===== src/rtl/cas_player.sv =====
// cas_player: tape-side FSK transmitter for the cassette input.
// Serialises bytes from a tape buffer reader into the square-wave bit stream
// sampled on casdout. Bits go out LSB first. A '1' is one full cycle of
// HALF_1-cycle phases, and a '0' is one full cycle of HALF_0-cycle phases.
// Relay-gated: a low motor input freezes playback in place.
// Optional feature: define CAS_PLAYER_SPINUP_EN to insert a SPINUP_CYCLES
// motor spin-up delay between play/motor and the first byte fetch.
// Without that macro, IDLE goes straight to LOAD.
module cas_player #(
  parameter int HALF_1        = 11932,
  parameter int HALF_0        = 23863,
  parameter int SPINUP_CYCLES = 28636000
) (
  input  logic        clk,
  input  logic        reset,
  input  logic        motor,
  input  logic        play,
  input  logic [7:0]  byte_data,
  input  logic        byte_valid,
  output logic        byte_ready,
  input  logic        eot,
  output logic        casdout,
  output logic        busy,
  output logic        done,
  output logic [23:0] byte_count
);

  localparam int HALF_MAX = (HALF_0 > HALF_1) ? HALF_0 : HALF_1;
  localparam int HW       = $clog2(HALF_MAX + 1);
  localparam logic [HW-1:0] H1_LAST  = HW'(HALF_1 - 1);
  localparam logic [HW-1:0] H0_LAST  = HW'(HALF_0 - 1);
  localparam logic [HW-1:0] HALF_ONE = HW'(1);

  typedef enum logic [2:0] {
    S_IDLE   = 3'd0,
    S_SPINUP = 3'd1,
    S_LOAD   = 3'd2,
    S_HIGH   = 3'd3,
    S_LOW    = 3'd4,
    S_DONE   = 3'd5
  } state_t;

  state_t        state_r, state_s;
  logic [HW-1:0] half_cnt_r, half_cnt_s;
  logic [2:0]    bit_idx_r, bit_idx_s;
  logic [7:0]    byte_r, byte_s;
  logic [23:0]   byte_count_r;
  logic          casdout_r, busy_r, done_r;
  logic          byte_ready_s, accept_s;

`ifdef CAS_PLAYER_SPINUP_EN
  localparam int SW = $clog2(SPINUP_CYCLES + 1);
  localparam logic [SW-1:0] SPIN_LAST = SW'(SPINUP_CYCLES - 1);
  localparam logic [SW-1:0] SPIN_ONE  = SW'(1);
  logic [SW-1:0] spin_cnt_r, spin_cnt_s;
`endif

  // Last value of the half-period down-counter for a bit of the given value.
  function automatic logic [HW-1:0] half_last(input logic bit_val);
    return bit_val ? H1_LAST : H0_LAST;
  endfunction

  // The handshake has to reflect this cycle's motor and play levels.
  // Otherwise a byte could be taken while the deck is frozen or stopping.
  // For that reason byte_ready is decoded from the state register rather than delayed a cycle.
  assign byte_ready_s = (state_r == S_LOAD) && motor && play;
  assign accept_s     = byte_ready_s && byte_valid;

  assign byte_ready = byte_ready_s;
  assign casdout    = casdout_r;
  assign busy       = busy_r;
  assign done       = done_r;
  assign byte_count = byte_count_r;

  // Next-state, bit sequencing and half-period timing; motor low holds everything.
  always_comb begin
    state_s    = state_r;
    half_cnt_s = half_cnt_r;
    bit_idx_s  = bit_idx_r;
    byte_s     = byte_r;
`ifdef CAS_PLAYER_SPINUP_EN
    spin_cnt_s = spin_cnt_r;
`endif
    if (!play) begin
      state_s    = S_IDLE;
      half_cnt_s = {HW{1'b0}};
      bit_idx_s  = 3'd0;
    end else begin
      case (state_r)
        S_IDLE: begin
          if (motor) begin
`ifdef CAS_PLAYER_SPINUP_EN
            state_s    = S_SPINUP;
            spin_cnt_s = SPIN_LAST;
`else
            state_s    = S_LOAD;
`endif
          end else begin
            state_s = S_IDLE;
          end
        end
        S_SPINUP: begin
          if (!motor) begin
            state_s = S_IDLE;
`ifdef CAS_PLAYER_SPINUP_EN
          end else if (spin_cnt_r == {SW{1'b0}}) begin
            state_s = S_LOAD;
          end else begin
            spin_cnt_s = spin_cnt_r - SPIN_ONE;
          end
`else
          end else begin
            state_s = S_LOAD;
          end
`endif
        end
        S_LOAD: begin
          // A byte presented together with eot still goes out first.
          if (accept_s) begin
            state_s    = S_HIGH;
            byte_s     = byte_data;
            bit_idx_s  = 3'd0;
            half_cnt_s = half_last(byte_data[0]);
          end else if (motor && eot) begin
            state_s = S_DONE;
          end else begin
            state_s = S_LOAD;
          end
        end
        S_HIGH: begin
          if (!motor) begin
            state_s = S_HIGH;
          end else if (half_cnt_r == {HW{1'b0}}) begin
            state_s    = S_LOW;
            half_cnt_s = half_last(byte_r[bit_idx_r]);
          end else begin
            half_cnt_s = half_cnt_r - HALF_ONE;
          end
        end
        S_LOW: begin
          if (!motor) begin
            state_s = S_LOW;
          end else if (half_cnt_r == {HW{1'b0}}) begin
            if (bit_idx_r == 3'd7) begin
              state_s = S_LOAD;
            end else begin
              state_s    = S_HIGH;
              bit_idx_s  = bit_idx_r + 3'd1;
              half_cnt_s = half_last(byte_r[bit_idx_s]);
            end
          end else begin
            half_cnt_s = half_cnt_r - HALF_ONE;
          end
        end
        S_DONE: begin
          state_s = S_DONE;
        end
        default: begin
          state_s    = S_IDLE;
          half_cnt_s = {HW{1'b0}};
          bit_idx_s  = 3'd0;
        end
      endcase
    end
  end

  // State/datapath registers; status outputs are registered from the next state.
  always_ff @(posedge clk) begin
    if (reset) begin
      state_r      <= S_IDLE;
      half_cnt_r   <= {HW{1'b0}};
      bit_idx_r    <= 3'd0;
      byte_r       <= 8'd0;
      byte_count_r <= 24'd0;
      casdout_r    <= 1'b0;
      busy_r       <= 1'b0;
      done_r       <= 1'b0;
`ifdef CAS_PLAYER_SPINUP_EN
      spin_cnt_r   <= {SW{1'b0}};
`endif
    end else begin
      state_r    <= state_s;
      half_cnt_r <= half_cnt_s;
      bit_idx_r  <= bit_idx_s;
      byte_r     <= byte_s;
      casdout_r  <= (state_s == S_HIGH);
      busy_r     <= (state_s != S_IDLE) && (state_s != S_DONE);
      done_r     <= (state_s == S_DONE);
`ifdef CAS_PLAYER_SPINUP_EN
      spin_cnt_r <= spin_cnt_s;
`endif
      if (accept_s) begin
        byte_count_r <= byte_count_r + 24'd1;
      end else begin
        byte_count_r <= byte_count_r;
      end
    end
  end

endmodule


===== config.mk =====
export PLATFORM = sky130hd
export DESIGN_NAME = cas_player
export DESIGN_NICKNAME = d
export VERILOG_FILES = /design/src/rtl/cas_player.sv
export SDC_FILE = /design/constraint.sdc
export NUM_CORES = 1
export LEC_CHECK = 0
export ABC_AREA = 1
export BUFFER_PORTS_ARGS = -buffer_cell sky130_fd_sc_hd__buf_2
export CORE_MARGIN = 5
export CORE_UTILIZATION = 52
export DETAILED_ROUTE_END_ITERATION = 10
export GPL_ROUTABILITY_DRIVEN = 1
export PLACE_DENSITY = 0.73
export RECOVER_POWER = 50
export SYNTH_ARGS = -nofsm -noshare
export SYNTH_HDL_FRONTEND = slang
export SYNTH_SLANG_ARGS = --single-unit

===== constraint.sdc =====
create_clock -name clk -period 4.68 [get_ports clk]
set_input_delay 0.936 -clock clk [delete_from_list [all_inputs] [get_ports clk]]
set_output_delay 0.936 -clock clk [all_outputs]
set_load 0.02 [all_outputs]

==> results of run 1 <==
through the flow:
step / util [%] / hold slack [ns] / worst slack, ns / cells
2_1_floorplan: - / 0.4487 / 2.437 / 521
3_3_place_gp: 58.25 / 0.4686 / 1.888 / 625
3_5_place_dp: 58.25 / 0.4712 / 1.834 / 625
4_1_cts: 60.11 / 0.4891 / 2.170 / 633
5_1_grt: 59.27 / 0.5207 / 1.234 / 633
6_report: 59.27 / 0.4864 / 1.579 / 633
critical path: cells and delay by family:
kind / cells / cell delay (ns)
simple gates: 4 / 1.59
buf+inv: 2 / 0.40
compound gates: 3 / 0.42
kinds of logic (layout without fill, tap and decap cells):
| logic type | count (synthesis) | after routing | share of synthesized area [%] |
|---|---|---|---|
| AOI/OAI and AO/OA | 84 | 84 | 13.41 |
| xor gates and xnor gates | 7 | 7 | 1.888 |
| adders and majority gates | 5 | 5 | 1.927 |
| buffers and inverters | 86 | 123 | 10.29 |
| DFF | 56 | 56 | 34.53 |
| and+or+nand+nor | 283 | 283 | 37.96 |
cells in the mapped netlist (5+ instances only):
cell type and instances:
a21oi_1 42, clkbuf_1 8, dfxtp_1 56, ha_1 5
inv_1 72, nand2_1 144, nand3_1 55, nand4_1 11
nor2_1 50, nor3_1 9, o21ai_0 36, xor2_1 5
flip-flops by register name, indices dropped and copies added (netlist names):
name	count
casdout	1
half_cnt_r	15
byte_count	24
byte_r	8
busy	1
bit_idx_r	3
state_r	3
done	1
power by group:
| part | leakage [nW] | switching, mW | internal, mW | total, mW |
|---|---|---|---|---|
| clock network | 0.0558 | 0.163 | 0.162 | 0.325 |
| logic | 1.08 | 0.0655 | 0.0285 | 0.0940 |
| registers | 0.452 | 0.00429 | 0.481 | 0.485 |
metal layers:
layer	vias to the layer above	part of all wire, %	routed length (um)
li1	1752	-	-
met1	1465	48	3679
met2	99	45	3505
met3	8	6.3	485
met4	0	0.79	61
met5	-	0	0
worst max-delay path by stage:
stage / from / endpoint / cells after the start
2_1_floorplan: motor / byte_ready / 2
3_3_place_gp: reset / half_cnt_r[14] / 6
3_5_place_dp: motor / byte_count[15] / 8
4_1_cts: half_cnt_r[0] / half_cnt_r[10] / 13
5_1_grt: motor / byte_count[22] / 8
6_report: motor / half_cnt_r[10] / 9
final cells by class:
cell class,instances,area (um^2)
Sequential cell,56,1121
Clock buffer,6,72.57
Fill cell,622,2440
Multi-Input combinational cell,379,1778
Inverter,74,277.8
Clock inverter,2,38.79
Tap cell,75,93.84
Timing Repair Buffer,41,168.9
==> flow_summary.ini, run 1 <==
[critical_path]
cp.arrival_ns = 3.34
critPathKind = input pin to flip-flop
worst-path-max-fanout = 13
critical_path.startpoint_type = input pin
crit_path_end_kind = flip-flop
r2r_end = half_cnt_r[10]
rrSetupSlack_ns = 2.00
path_cells = clkbuf_1, nand2_1, nor3_1, o21ai_2, nor2_2, inv_2, nor2_4, o21ai_0, a21oi_1
worst_r2r_startpoint = state_r[1]
r2r.worst_path.cells = 8
cp.required_ns = 4.92
crit_path_top_delay_cell = nor3_1
cpPeakStageDelay_ns = 0.91

[logic_synthesis]
yosys.area.top_type = dfxtp_1
syn-instance-count = 521
combined_area_of_all_synthesized_cells_mm2 = 0.003247
avgSynthCellArea_um2 = 6.232
synth_seq_area_share_pct = 34.53
synth_cell_type_count = 32
synthArstFlopShare_pct = 0
netlist_top_cells_area = dfxtp_1 (35%), nand2_1 (17%), nand3_1 (8.5%), inv_1 (8.3%), a21oi_1 (6.5%)
primary_ff_master_synth = dfxtp_1
synth-warning-count = 0
number_of_flops_mapped_to_enable_cells_by_yosys = 0
yosys.area.top_type_share_pct = 34.53
synth_nets = 540
postSynthRegisterBits = 56

[timing]
period_minus_slack_ns = 3.101
maxSlewViolCount = 0
fin_skew_ns = 0.007456
max-slew-margin-rel_pct = 24.79
setup-violations-final = 0
final_hold_viol_count = 0
max_slew.worst_pin.slew_ns = 1.120
min_period_over_period_pct = 66.26
rsz0062_at_grt = no
top_achievable_clock_speed_mhz = 322.5
fin_tns_setup_ns = 0

[power_and_ir_drop]
power_density_mw_per_mm2 = 254.7
vdd.ir_drop.worst_mv = 0.1826
power.total_mw = 0.9046
power.static_leakage_nw = 1.588

[routing]
detail_route.wirelength_um = 7731
detail_route.wl_per_cell_um = 12.21
route.antenna.remaining_nets = 0
detail_route.first_pass.iterations = 5
vias_per_cell = 5.251
drt_drc_violations_left = 0
total_via_count_in_the_routed_design = 3324
initialDrtViolationCount = 238

[global_routing]
grt-busiest-layer = met2
grt_first_pass_wirelength_um = 13850
met3_usage_pct = 4.793
via_count_of_the_first_global_routing_pass = 3144
overflow = 0
met1_usage_pct = 29.51
groute.usage.overall_pct = 21.63
grt_antenna_before_repair = 0
grt_max_degree = 31
groute.layer.met2.usage_pct = 35.16

[worst_hold_path]
hold_path.startpoint = half_cnt_r[11]
min_path_type = flip-flop to flip-flop
hold_depth = 2
worst_hold_path.endpoint = half_cnt_r[11]

[status]
outcome = finished clean

[finish]
design_area_mm2 = 0.003551
most_common_cell_after_layout_fill_and_taps_aside = nand2_1
n_antenna_cell = 0
area_delta_synth_final_pct = 9.364
top_library_cells_by_usage_in_the_layout_fill_and_taps_aside = nand2_1 (145), inv_1 (72), dfxtp_1 (56)
post_route_cells_drive_above_1_share_pct = 5.197
finalNetCount = 576

[cts]
cts.reportedPaths.clkPinSlew_ns = 0.10
ctsLongestPathBuffers = 2
worst_skew_pair.late_latency_ns = 0.32
clock-sinks = 56
htree_num_levels = 2
tritoncts = done
tritoncts.num_buffers = 5
number_of_setup_buffers_added_after_cts = 0
cts_hold_buf = 0
total_of_cells_resized_after_clock_tree_synthesis = 0
clock-root-buffer = clkbuf_8

[floorplan]
pin_count = 42
floorplan.die.width_um = 89.02
rows = 28
core_mm2 = 0.005991
die_y_um = 89.02
initial_utilization_pct = 54.20
floorplan.die_area_mm2 = 0.007925

[run]
timing.max_cap.violations = 0

[placement]
port_buffers = 41
detailedPlacementHpwl_um = 5944
placed_area_mm2 = 0.003490
place_congestion = 0.9451
No activity file was read; power rests on OpenSTA's default activity.
==> run 2: changes to the inputs <==
==> constraint.sdc (replaced) <==
create_clock -name clk -period 3.2 [get_ports clk]
set_input_delay 0.64 -clock clk [delete_from_list [all_inputs] [get_ports clk]]
set_output_delay 0.64 -clock clk [all_outputs]
set_load 0.02 [all_outputs]
==> flow_summary.ini, run 2 (synthesis gave the netlist of run 1 again) <==
[finish]
most_common_cell_after_layout_fill_and_taps_aside = nand2_1
post_route_cells_drive_above_1_share_pct = 5.893
n_antenna_cell = 0
finalNetCount = 578
area_delta_synth_final_pct = 9.904
top_library_cells_by_usage_in_the_layout_fill_and_taps_aside = nand2_1 (144), inv_1 (72), dfxtp_1 (56)
finish.cell_count_without_fillers = 635
largest_reg_flops = 24

[critical_path]
path_cells = nand3_2, nor3_1, o21ai_2, nor2_2, inv_2, nor2_4, o21ai_0, a21oi_1
worst_r2r_startpoint = state_r[1]
cp_top_delay_family = simple AND/OR/NAND/NOR gates
timing.critical_path.from = state_r[1]
worst-path-max-fanout = 13
cp.arrival_ns = 2.88
critPathKind = flip-flop to flip-flop
crit_path_top_delay_cell = nor3_1
cpPeakStageDelay_ns = 0.84
crit_path_end_kind = flip-flop
total_buffers_and_inverters_traversed_by_the_critical_path = 1
cp.required_ns = 3.44
critical_path.startpoint_type = flip-flop

[timing]
max_slew.worst_pin.slew_ns = 1.061
setup-violations-final = 0
maxSlewViolCount = 0
whs_ns = 0.4801
fin_tns_setup_ns = 0
final_hold_viol_count = 0
min_period_over_period_pct = 82.60
top_achievable_clock_speed_mhz = 378.3
rsz0062_at_grt = no
max-slew-margin-rel_pct = 28.70
fin_skew_ns = 0.004116
period_minus_slack_ns = 2.643

[floorplan]
rows = 28
pin_count = 42
die_y_um = 89.02
floorplan.die.width_um = 89.02
core_mm2 = 0.005991
floorplan.die_area_mm2 = 0.007925
initial_utilization_pct = 54.20

[routing]
detail_route.wl_per_cell_um = 12.38
initialDrtViolationCount = 167
detail_route.wirelength_um = 7861
route.antenna.remaining_nets = 0
vias_per_cell = 5.266
total_via_count_in_the_routed_design = 3344
drt_drc_violations_left = 0
detail_route.first_pass.iterations = 5

[global_routing]
groute.layer.met2.usage_pct = 34.48
via_count_of_the_first_global_routing_pass = 3138
met3_usage_pct = 3.594
met1_usage_pct = 27.98
overflow = 0
grt_first_pass_wirelength_um = 13500
groute.usage.overall_pct = 21.15
grt-busiest-layer = met2
grt_antenna_before_repair = 0
grt_max_degree = 30

[power_and_ir_drop]
vdd.ir_drop.worst_mv = 0.2432
power.static_leakage_nw = 1.605
power_density_mw_per_mm2 = 374.1
power.total_mw = 1.335

[cts]
cts_hold_buf = 0
htree_num_levels = 2
total_of_cells_resized_after_clock_tree_synthesis = 0
clock-root-buffer = clkbuf_8
tritoncts.num_buffers = 5
cts.reportedPaths.clkPinSlew_ns = 0.11
tritoncts = done
ctsLongestPathBuffers = 2
worst_skew_pair.late_latency_ns = 0.31
clock-sinks = 56
number_of_setup_buffers_added_after_cts = 0

[placement]
post-place-cells = 627
port_buffers = 41
detailedPlacementHpwl_um = 6000
place_congestion = 0.9164

[worst_hold_path]
hold_path.startpoint = byte_count[22]
min_path_type = flip-flop to flip-flop

[run]
timing.max_cap.violations = 0

[status]
outcome = finished clean
==> run 2: cell count changes in the layout (fill, tap and decap cells not counted), sizes merged <==
cell / change
clkinv: +1
clkbuf: -2
buf: +3
==> run 2: layer usage <==
metal  vias up  wire (um)  part of all wire, %
li1       1755          -                    -
met5         -          0                    0
met4         0        136                  1.7
met2        96       3599                   46
met3        14        395                  5.0
met1      1479       3729                   47
==> run 2: final timing paths <==
path	end	slack (ns)	cells after the start
worst min register to register	byte_count[22]	0.48	2
worst max-delay path	half_cnt_r[10]	0.56	8
worst min-delay path	byte_count[22]	0.48	2
worst max register to register	half_cnt_r[10]	0.56	8
==> run 2: area by class of cell <==
cell class              count  area (um^2)
clock buffers               5        68.82
clock inverters             3        46.29
fillers                   631         2422
inverters                  74        277.8
multi-input cells         379         1778
flip-flops and latches     56         1121
well taps                  75        93.84
repair buffers             43        182.7
==> run 2: where the power goes <==
group	total, mW	internal, mW	switching, mW
Clock	0.484	0.238	0.247
Combinational	0.141	0.0428	0.0979
Sequential	0.710	0.704	0.00619
==> run 2: stage by stage <==
step,area (um^2),setup WS (ns),util [%]
after floorplan,3247,1.374,-
after global placement,3505,0.8357,58.50
after detailed placement,3505,0.7581,58.50
after CTS,3620,0.7901,60.42
after global routing,3568,0.2243,59.57
final,3568,0.5569,59.57
==> run 2: worst reg2reg max path, delay by kind of cell, from the launching register on <==
kind | cells | cell delay (ns)
AOI/OAI and AO/OA | 3 | 0.41
buffers and inverters | 1 | 0.17
DFF | 1 | 0.44
and+or+nand+nor | 4 | 1.55
==> run 3: changes to the inputs <==
--- a/config.mk
+++ b/config.mk
@@ -11,7 +11,7 @@
 export CORE_UTILIZATION = 52
 export DETAILED_ROUTE_END_ITERATION = 10
 export GPL_ROUTABILITY_DRIVEN = 1
-export PLACE_DENSITY = 0.73
+export PLACE_DENSITY = 0.76
 export RECOVER_POWER = 50
 export SYNTH_ARGS = -nofsm -noshare
 export SYNTH_HDL_FRONTEND = slang
==> constraint.sdc (replaced) <==
create_clock -name clk -period 2.4 [get_ports clk]
set_input_delay 0.48 -clock clk [delete_from_list [all_inputs] [get_ports clk]]
set_output_delay 0.48 -clock clk [all_outputs]
set_load 0.02 [all_outputs]
==> flow_summary.ini, run 3 (synthesis gave the netlist of run 1 again) <==
[worst_hold_path]
hold_depth = 3
min_path_type = input pin to flip-flop

[timing]
fin_tns_setup_ns = 0
min_period_over_period_pct = 88.24
setup-violations-final = 0
maxSlewViolCount = 0
rsz0062_at_grt = no
max_slew.worst_pin.slew_ns = 0.7544
top_achievable_clock_speed_mhz = 472.2
final_hold_viol_count = 0
period_minus_slack_ns = 2.118
max-slew-margin-rel_pct = 49.71
fin_skew_ns = 0.007275

[critical_path]
crit_path_end_kind = flip-flop
crit_path_top_delay_cell = dfxtp_1
cp_top_delay_family = simple AND/OR/NAND/NOR gates
cp.arrival_ns = 2.36
timing.critical_path.depth = 13
worst-path-max-fanout = 13
critical_path.startpoint_type = flip-flop
critPathKind = flip-flop to flip-flop
total_buffers_and_inverters_traversed_by_the_critical_path = 3
r2r.worst_path.cells = 13
path_cells = inv_1, ha_1, inv_1, nor2_1, nand2_1, nor2_1, nand2_1, o21ai_0, nor2_2, inv_2, nor2_4, o21ai_0, a21oi_1
cp.required_ns = 2.64
cpPeakStageDelay_ns = 0.39

[routing]
detail_route.wirelength_um = 7887
detail_route.wl_per_cell_um = 12.32
detail_route.first_pass.iterations = 5
vias_per_cell = 5.334
total_via_count_in_the_routed_design = 3414
initialDrtViolationCount = 257
drt_drc_violations_left = 0
route.antenna.remaining_nets = 0

[placement]
detailedPlacementHpwl_um = 6072
port_buffers = 41
place_congestion = 0.9889
placed_area_mm2 = 0.003542
post-place-cells = 632

[cts]
cts_hold_buf = 0
worst_skew_pair.late_latency_ns = 0.31
clock-root-buffer = clkbuf_8
ctsLongestPathBuffers = 2
tritoncts = done
cts.reportedPaths.clkPinSlew_ns = 0.10
htree_num_levels = 2
tritoncts.num_buffers = 5
clock-sinks = 56
number_of_setup_buffers_added_after_cts = 0
total_of_cells_resized_after_clock_tree_synthesis = 0

[global_routing]
grt-busiest-layer = met2
groute.layer.met2.usage_pct = 35.02
groute.usage.overall_pct = 21.45
grt_max_degree = 30
met3_usage_pct = 3.318
overflow = 0
via_count_of_the_first_global_routing_pass = 3189
grt_antenna_before_repair = 0
grt_first_pass_wirelength_um = 13700
met1_usage_pct = 28.46

[power_and_ir_drop]
power.static_leakage_nw = 1.629
power_density_mw_per_mm2 = 487.2
power.total_mw = 1.756
vdd.ir_drop.worst_mv = 0.3296

[run]
timing.max_cap.violations = 0

[floorplan]
initial_utilization_pct = 54.20
floorplan.die_area_mm2 = 0.007925
floorplan.die.width_um = 89.02
rows = 28
pin_count = 42
core_mm2 = 0.005991
die_y_um = 89.02

[finish]
top_library_cells_by_usage_in_the_layout_fill_and_taps_aside = nand2_1 (144), inv_1 (72), nand3_1 (56), dfxtp_1 (56), nor2_1 (51)
finalNetCount = 583
finish.cell_count_without_fillers = 640
post_route_cells_drive_above_1_share_pct = 6.549
most_common_cell_after_layout_fill_and_taps_aside = nand2_1
layout.core_utilization_pct = 60.17
area_delta_synth_final_pct = 11.02
n_antenna_cell = 0
largest_reg_flops = 24
design_area_mm2 = 0.003605

[status]
outcome = finished clean
-- run 3: changes by cell type in the layout (fill, tap and decap cells not counted) --
cell,change
clkbuf_1,+1
nand3_2,-1
nor3_1,-1
nor3_4,+1
buf_4,+5
inv_8,-1
nand3_1,+1
-- run 3: power breakdown --
group | leakage, nW | internal, mW | switching [mW]
clock network | 0.0552 | 0.310 | 0.305
registers | 0.452 | 0.938 | 0.00829
logic | 1.12 | 0.0612 | 0.133
total | 1.63 | 1.31 | 0.447
-- run 3: worst paths after layout --
kind,start,endpoint,slack [ns]
setup / recovery,half_cnt_r[0],half_cnt_r[10],0.28
hold / removal,byte_data[6],byte_r[6],0.44
setup reg to reg,half_cnt_r[0],half_cnt_r[10],0.28
hold reg to reg,byte_r[4],byte_r[4],0.48
-- run 3: routing by layer --
metal,vias to the layer above,wire length [um]
li1,1758,-
met1,1528,3669
met2,107,3570
met3,21,442
met4,0,205
met5,-,0
-- run 3: layout make-up --
cell class              instances  area [um^2]
clock buffers                   6        72.57
clock inverters                 2        35.03
fillers                       585         2386
inverters                      74        277.8
multi-input cells             379         1784
flip-flops and latches         56         1121
well taps                      75        93.84
repair buffers                 48        220.2
-- run 3: worst register-to-register path: stages, from the launching register on --
cell	delay, ns
dfxtp_1	0.39
inv_1	0.11
ha_1	0.23
inv_1	0.06
nor2_1	0.04
nand2_1	0.06
nor2_1	0.05
nand2_1	0.07
o21ai_0	0.09
nor2_2	0.22
inv_2	0.18
nor2_4	0.27
o21ai_0	0.16
a21oi_1	0.14
-- run 3: metrics by stage --
| step | hold WS (ns) | setup slack (ns) |
|---|---|---|
| floorplan | 0.4487 | 0.6428 |
| global placement | 0.4685 | 0.4070 |
| detailed placement | 0.4737 | 0.3274 |
| CTS | 0.4361 | 0.2934 |
| global route | 0.4582 | 0.1008 |
| finish | 0.4420 | 0.2821 |
